`src/rtl/hamming_secded_pipe.sv`:
```
// rtl/hamming_secded_pipe.sv - two-stage pipelined Hamming SEC-DED decoder with error counters
module hamming_secded_pipe #(
    parameter  int DATA_W = 8,
    parameter  int CNT_W  = 8,
    localparam int PAR_W  = (DATA_W <= 4)  ? 3 :
                            (DATA_W <= 11) ? 4 :
                            (DATA_W <= 26) ? 5 : 6,
    localparam int N      = DATA_W + PAR_W,
    localparam int CW     = N + 1
) (
    input  logic              clk,
    input  logic              rst_n,
    input  logic              in_valid,
    output logic              in_ready,
    input  logic [CW-1:0]     in_code,
    output logic              out_valid,
    input  logic              out_ready,
    output logic [DATA_W-1:0] out_data,
    output logic [1:0]        out_err,
    output logic [PAR_W-1:0]  out_syndrome,
    output logic [CNT_W-1:0]  corr_cnt,
    output logic [CNT_W-1:0]  unc_cnt,
    input  logic              cnt_clr
);

    localparam logic [1:0] ERR_NONE = 2'b00;
    localparam logic [1:0] ERR_CORR = 2'b01;
    localparam logic [1:0] ERR_UNC  = 2'b10;
    localparam logic [1:0] ERR_OVRL = 2'b11;

    logic              s2_adv;
    logic              s1_adv;

    logic              s1_valid_q, s1_valid_d;
    logic [CW-1:0]     s1_code_q,  s1_code_d;
    logic [PAR_W-1:0]  s1_syn_q,   s1_syn_d;
    logic              s1_par_q,   s1_par_d;

    logic              out_valid_q, out_valid_d;
    logic [DATA_W-1:0] out_data_q,  out_data_d;
    logic [1:0]        out_err_q,   out_err_d;
    logic [PAR_W-1:0]  out_syn_q,   out_syn_d;
    logic [CNT_W-1:0]  corr_cnt_q,  corr_cnt_d;
    logic [CNT_W-1:0]  unc_cnt_q,   unc_cnt_d;

    logic [PAR_W-1:0]  syn_in;
    logic              syn_in_range;
    logic [1:0]        err_x;
    logic [CW-1:0]     fixed_code;
    logic [DATA_W-1:0] data_x;

    assign s2_adv   = !out_valid_q || out_ready;
    assign s1_adv   = !s1_valid_q || s2_adv;
    assign in_ready = s1_adv;

    always_comb begin
        syn_in = '0;
        for (int p = 1; p <= N; p++) begin
            if (in_code[CW-p]) begin
                syn_in = syn_in ^ PAR_W'(p);
            end
        end
    end

    always_comb begin
        s1_valid_d = s1_valid_q;
        s1_code_d  = s1_code_q;
        s1_syn_d   = s1_syn_q;
        s1_par_d   = s1_par_q;
        if (s1_adv) begin
            s1_valid_d = in_valid;
            if (in_valid) begin
                s1_code_d = in_code;
                s1_syn_d  = syn_in;
                s1_par_d  = ^in_code;
            end
        end
    end

    // A non-zero syndrome beyond N cannot name a real bit, so it is treated as uncorrectable.
    assign syn_in_range = (int'(s1_syn_q) <= N);

    always_comb begin
        if (s1_syn_q == '0) begin
            err_x = s1_par_q ? ERR_OVRL : ERR_NONE;
        end else if (s1_par_q && syn_in_range) begin
            err_x = ERR_CORR;
        end else begin
            err_x = ERR_UNC;
        end
    end

    // Data positions are shifted in ascending order, so position 3 ends up in the MSB.
    always_comb begin
        fixed_code = s1_code_q;
        data_x     = '0;
        for (int p = 1; p <= N; p++) begin
            if (err_x == ERR_CORR && int'(s1_syn_q) == p) begin
                fixed_code[CW-p] = ~s1_code_q[CW-p];
            end
        end
        for (int p = 1; p <= N; p++) begin
            if ((p & (p - 1)) != 0) begin
                data_x = {data_x[DATA_W-2:0], fixed_code[CW-p]};
            end
        end
    end

    always_comb begin
        out_valid_d = out_valid_q;
        out_data_d  = out_data_q;
        out_err_d   = out_err_q;
        out_syn_d   = out_syn_q;
        if (s2_adv) begin
            out_valid_d = s1_valid_q;
            if (s1_valid_q) begin
                out_data_d = data_x;
                out_err_d  = err_x;
                out_syn_d  = s1_syn_q;
            end
        end
    end

    always_comb begin
        corr_cnt_d = corr_cnt_q;
        unc_cnt_d  = unc_cnt_q;
        if (cnt_clr) begin
            corr_cnt_d = '0;
            unc_cnt_d  = '0;
        end else if (out_valid_q && out_ready) begin
            if (out_err_q == ERR_CORR || out_err_q == ERR_OVRL) begin
                if (corr_cnt_q != '1) begin
                    corr_cnt_d = corr_cnt_q + CNT_W'(1);
                end
            end else if (out_err_q == ERR_UNC) begin
                if (unc_cnt_q != '1) begin
                    unc_cnt_d = unc_cnt_q + CNT_W'(1);
                end
            end
        end
    end

    always_ff @(posedge clk or negedge rst_n) begin
        if (!rst_n) begin
            s1_valid_q  <= 1'b0;
            s1_code_q   <= '0;
            s1_syn_q    <= '0;
            s1_par_q    <= 1'b0;
            out_valid_q <= 1'b0;
            out_data_q  <= '0;
            out_err_q   <= '0;
            out_syn_q   <= '0;
            corr_cnt_q  <= '0;
            unc_cnt_q   <= '0;
        end else begin
            s1_valid_q  <= s1_valid_d;
            s1_code_q   <= s1_code_d;
            s1_syn_q    <= s1_syn_d;
            s1_par_q    <= s1_par_d;
            out_valid_q <= out_valid_d;
            out_data_q  <= out_data_d;
            out_err_q   <= out_err_d;
            out_syn_q   <= out_syn_d;
            corr_cnt_q  <= corr_cnt_d;
            unc_cnt_q   <= unc_cnt_d;
        end
    end

    assign out_valid    = out_valid_q;
    assign out_data     = out_data_q;
    assign out_err      = out_err_q;
    assign out_syndrome = out_syn_q;
    assign corr_cnt     = corr_cnt_q;
    assign unc_cnt      = unc_cnt_q;

endmodule
```
`config.mk`:
```
export PLATFORM = sky130hd
export DESIGN_NAME = hamming_secded_pipe
export DESIGN_NICKNAME = d
export VERILOG_FILES = /design/src/rtl/hamming_secded_pipe.sv
export SDC_FILE = /design/constraint.sdc
export NUM_CORES = 1
export LEC_CHECK = 0
export CORE_MARGIN = 5
export CORE_UTILIZATION = 45
export CTS_CLUSTER_DIAMETER = 200
export DETAILED_ROUTE_END_ITERATION = 16
export PLACE_DENSITY = 0.72
export SLEW_MARGIN = 25
export SYNTH_ARGS = -nofsm -noshare
export SYNTH_HDL_FRONTEND = slang
export SYNTH_SLANG_ARGS = --single-unit
```
`constraint.sdc`:
```
create_clock -name clk -period 1.71 [get_ports clk]
set_clock_uncertainty 0.15 [all_clocks]
set_input_delay 0.513 -clock clk [delete_from_list [all_inputs] [get_ports clk]]
set_output_delay 0.513 -clock clk [all_outputs]
set_load 0.01 [all_outputs]
```
==> results list <==
* Outcome: complete, but fails checks
- Internal power contribution: 2.248 mW
* Placed wire-length estimate after detailed placement: about 3600 µm
- In this run the number of H-tree levels came out at 2.
- Sequential cells were found to cover between 50% and 60% of the synthesized design area.
- Using the TritonRoute via totals, the vias-per-cell ratio works out to 4.914.
* Type of element capturing the critical path: flop
* Global Route Usage Sum: 17.07%
- RSZ-0062 raised after global routing: yes
- The setup path with the least slack is of type flop to flop.
* Worst slew pin tran: between 0.2 and 0.3 ns
* Final setup viols: 2
- Arrival time of the worst setup path: approximately 1.8 ns
* Synthesized flop and latch total: 45
- In this run the worst path has a maximum fanout of 6.
* Max Cap Viol: 0
- DRC Markers: 0
* Area of the placeable core: 0.004786 mm²
- Share of total power in sequential cells: 44.2%
- Inserted Diodes: 0
- Counting the fill cells in the layout gives 397.
- Yosys printed 0 warnings.
* Port bufs: 49
* Psw: 956.0 µW
- CTS tree: done
- The first global-routing pass estimated 8604 µm of wire.
* First-pass detailed-route iteration total: 4
- I/O pins: 50
* Static leakage power: 1.643 nW
* Cell count after synthesis: 222
- Power share of the clock group: a little over a quarter
- After clock tree synthesis, the clock-pin slew on the worst setup and hold paths is 0.08 ns.
- Clock latency on the worst-skew pair, taken at its later pin, is approximately 0.29 ns.
- Final worst setup slack: -0.01455 ns
- Final routed wirelength across all metal layers: 5184 µm
* Pwr Total: 3.204 mW
- The library cell used most frequently in the layout, excluding fill and tap cells, is sky130_fd_sc_hd__buf_4.
* Count of final max-slew check failures: 0
- The placed instances occupy a cell area of 0.003079 mm².
- Detailed router's first-iteration violation count: between 40 and 50
- Post-Layout Inst Area: ~0.0034 mm²
- Data on the critical path is required at its endpoint by 1.79 ns.
- The checks that failed: negative setup slack.
- Combinational logic is responsible for 29.8% of the overall power.
- Summing over every cut layer, the via total after detailed routing is 1946.
- The number of clock buffers added by TritonCTS is 5.
- Mean instance size in the synthesized netlist: 10.09 µm²
- Post-Synthesis Net Count: 242
* GP Congestion: 0.8287
- Headroom to the max-slew limit came out at 83.13%.
- The die is 80.57 µm tall.
* Die boundary width: 80.57 µm
- Count of final hold-check violations: 0
- The initial antenna violation count is 0.
* Share of layout cells above drive strength 1: 28.57%
- The tree built by TritonCTS fans out to between 40 and 50 sinks.
- For this run the aggregate overflow at the end of global routing stands at 0.
- The library cells used most frequently in the layout, excluding fill and tap cells, are 52 x sky130_fd_sc_hd__buf_4, 44 x sky130_fd_sc_hd__dfrtp_1, 36 x sky130_fd_sc_hd__nand2_1, 34 x sky130_fd_sc_hd__dlygate4sd2_1.
- Effective utilization at floorplan: a little under half
- Number of distinct library cell variants in the gate-level netlist after synthesis: 27
- Row generation in the floorplan step produced 25 rows.
* Wire length per cell: 13.09 µm
- Clock Tree Buf Depth: 2
- Die Outline Area: 0.006491 mm²
* Final Critical Period: 1.725 ns
* Type of origin of the critical path: flop
- Net switching is 29.84% of the power.
* Pin count of the biggest net entering global routing: 46
- Peak supply drop: roughly 0.0005 V
- The number of global-route vias before repair is 1996.
* Post-route antenna net violation count: 0
* Period utilisation layout: 100.9%
- The tightest min-delay check is of the input port to asynchronous set/reset pin type.
- Area Overhead vs Synth: 52.37%
- After synthesis the cells add up to about 0.0022 mm².
- In the final design database the tool counted 348 nets.
- Fmax achieved: 579.9 MHz
- The root buffer cell chosen for the clock tree is sky130_fd_sc_hd__clkbuf_8.
- PD cells: 938.3 mW/mm²
-- metrics by stage --
stage               TNS (ns)  util, %  std cells  worst slack (ns)  hold WS [ns]
floorplan                  0        -        222           0.02279       0.06741
global placement      -13.81    64.34        365           -0.6086        0.3112
detailed placement    -14.45    64.34        365           -0.6145        0.3182
CTS                 -0.04802    69.10        386          -0.01964       0.02902
global route         -0.4856    71.35        396           -0.1352       0.03223
finish              -0.02422    71.35        396          -0.01455       0.02878
-- critical path, stage by stage (launching register included) --
cell and delay, ns:
sky130_fd_sc_hd__dfrtp_1 0.39, sky130_fd_sc_hd__buf_6 0.13, sky130_fd_sc_hd__ha_4 0.14, sky130_fd_sc_hd__nand4_1 0.09, sky130_fd_sc_hd__nand4_1 0.19, sky130_fd_sc_hd__or3_1 0.43
sky130_fd_sc_hd__a21oi_2 0.12
-- power by group through the flow --
stage                     logic (mW)  clock network (mW)  registers (mW)
after floorplan                0.425                   0            1.45
after global placement         0.907                   0            1.43
after detailed placement       0.935                   0            1.44
after CTS                      0.923               0.858            1.41
after global routing            1.06               0.903            1.45
final                          0.954               0.833            1.42
-- synthesized netlist by cell type --
cell type	count	area (µm²)
sky130_fd_sc_hd__nand4b_1	2	17.52
sky130_fd_sc_hd__buf_1	1	3.750
sky130_fd_sc_hd__and2_1	4	25.02
sky130_fd_sc_hd__a21oi_1	5	25.02
sky130_fd_sc_hd__mux2i_1	4	40.04
sky130_fd_sc_hd__nand2b_1	6	37.54
sky130_fd_sc_hd__nand4_1	5	31.28
sky130_fd_sc_hd__nor3_1	2	10.01
sky130_fd_sc_hd__nand3_1	3	15.01
sky130_fd_sc_hd__o21ai_0	22	110.1
sky130_fd_sc_hd__o21ai_1	1	5.000
sky130_fd_sc_hd__mux2_2	8	90.09
sky130_fd_sc_hd__or3_1	4	25.02
sky130_fd_sc_hd__xor2_1	13	113.9
sky130_fd_sc_hd__clkbuf_1	5	18.77
sky130_fd_sc_hd__and4b_1	1	10.01
sky130_fd_sc_hd__ha_1	2	25.02
sky130_fd_sc_hd__nand3b_1	3	22.52
sky130_fd_sc_hd__nand2_1	36	135.1
sky130_fd_sc_hd__o211ai_1	4	30.03
sky130_fd_sc_hd__dfrtp_1	45	1126
sky130_fd_sc_hd__and3_1	3	18.77
sky130_fd_sc_hd__buf_2	1	5.000
sky130_fd_sc_hd__xnor2_1	20	175.2
sky130_fd_sc_hd__o2111ai_1	1	8.760
sky130_fd_sc_hd__xnor3_1	2	45.04
sky130_fd_sc_hd__nor2_1	19	71.32
-- worst paths after layout --
| path | end | slack, ns | cells after the start | startpoint |
|---|---|---|---|---|
| max in group asynchronous | corr_cnt[0]$_DFFE_PN0P_ | 1.17 | 2 | rst_n |
| worst max-delay path | corr_cnt[7]$_DFFE_PN0P_ | -0.01 | 6 | corr_cnt[1]$_DFFE_PN0P_ |
| worst min register to register | out_syndrome[0]$_DFFE_PN0P_ | 0.33 | 2 | out_syndrome[0]$_DFFE_PN0P_ |
| worst min-delay path | corr_cnt[7]$_DFFE_PN0P_ | 0.03 | 2 | rst_n |
| worst max register to register | corr_cnt[7]$_DFFE_PN0P_ | -0.01 | 6 | corr_cnt[1]$_DFFE_PN0P_ |
| min in group clk | out_syndrome[0]$_DFFE_PN0P_ | 0.33 | 2 | out_syndrome[0]$_DFFE_PN0P_ |
-- area by class of cell --
| class | instances | area [µm²] | share of cell area [%] |
|---|---|---|---|
| Sequential cell | 45 | 1127 | 33.02 |
| Tap cell | 67 | 83.83 | 2.455 |
| Multi-Input combinational cell | 170 | 1186 | 34.74 |
| Timing Repair Buffer | 106 | 897.1 | 26.27 |
| Clock buffer | 6 | 82.58 | 2.418 |
| Clock inverter | 2 | 37.54 | 1.099 |
-- metal layers --
| metal | share of wire, % | vias to the layer above | wire length [µm] | global-route usage, % |
|---|---|---|---|---|
| met5 | 0 | - | 0 | 0 |
| met4 | 0.77 | 0 | 40 | 5.405 |
| met3 | 6.1 | 4 | 318 | 4.148 |
| met2 | 54 | 51 | 2779 | 31.95 |
| met1 | 39 | 933 | 2044 | 18.74 |
| li1 | - | 958 | - | - |
-- registers in the layout, summed over array words and instances, names as in the netlist --
| signal | flops |
|---|---|
| s1_par_q | 1 |
| out_syndrome | 4 |
| s1_valid_q | 1 |
| out_err | 2 |
| unc_cnt | 8 |
| s1_syn_q | 4 |
| out_data | 8 |
| corr_cnt | 8 |
| out_valid | 1 |
| s1_code_q | 8 |
-- cell families after synthesis --
| kind of cell | share of synthesized area [%] |
|---|---|
| AO/OA/AOI/OAI | 7.984 |
| AND/OR/NAND/NOR | 18.70 |
| buffers and inverters | 1.228 |
| multiplexers | 5.807 |
| flip-flops | 50.25 |
| adder cells (fa/ha/maj) | 1.117 |
| XOR/XNOR | 14.91 |
-- timing repair --
| item | CTS | global route |
|---|---|---|
| hold buffers | 0 | 0 |
| setup endpoints to repair | 55 | 20 |
| buffers inserted | 13 | 11 |
| pin swaps | 13 | 11 |
| resized for setup | 68 | 14 |
(Power assumes the default switching activity.)
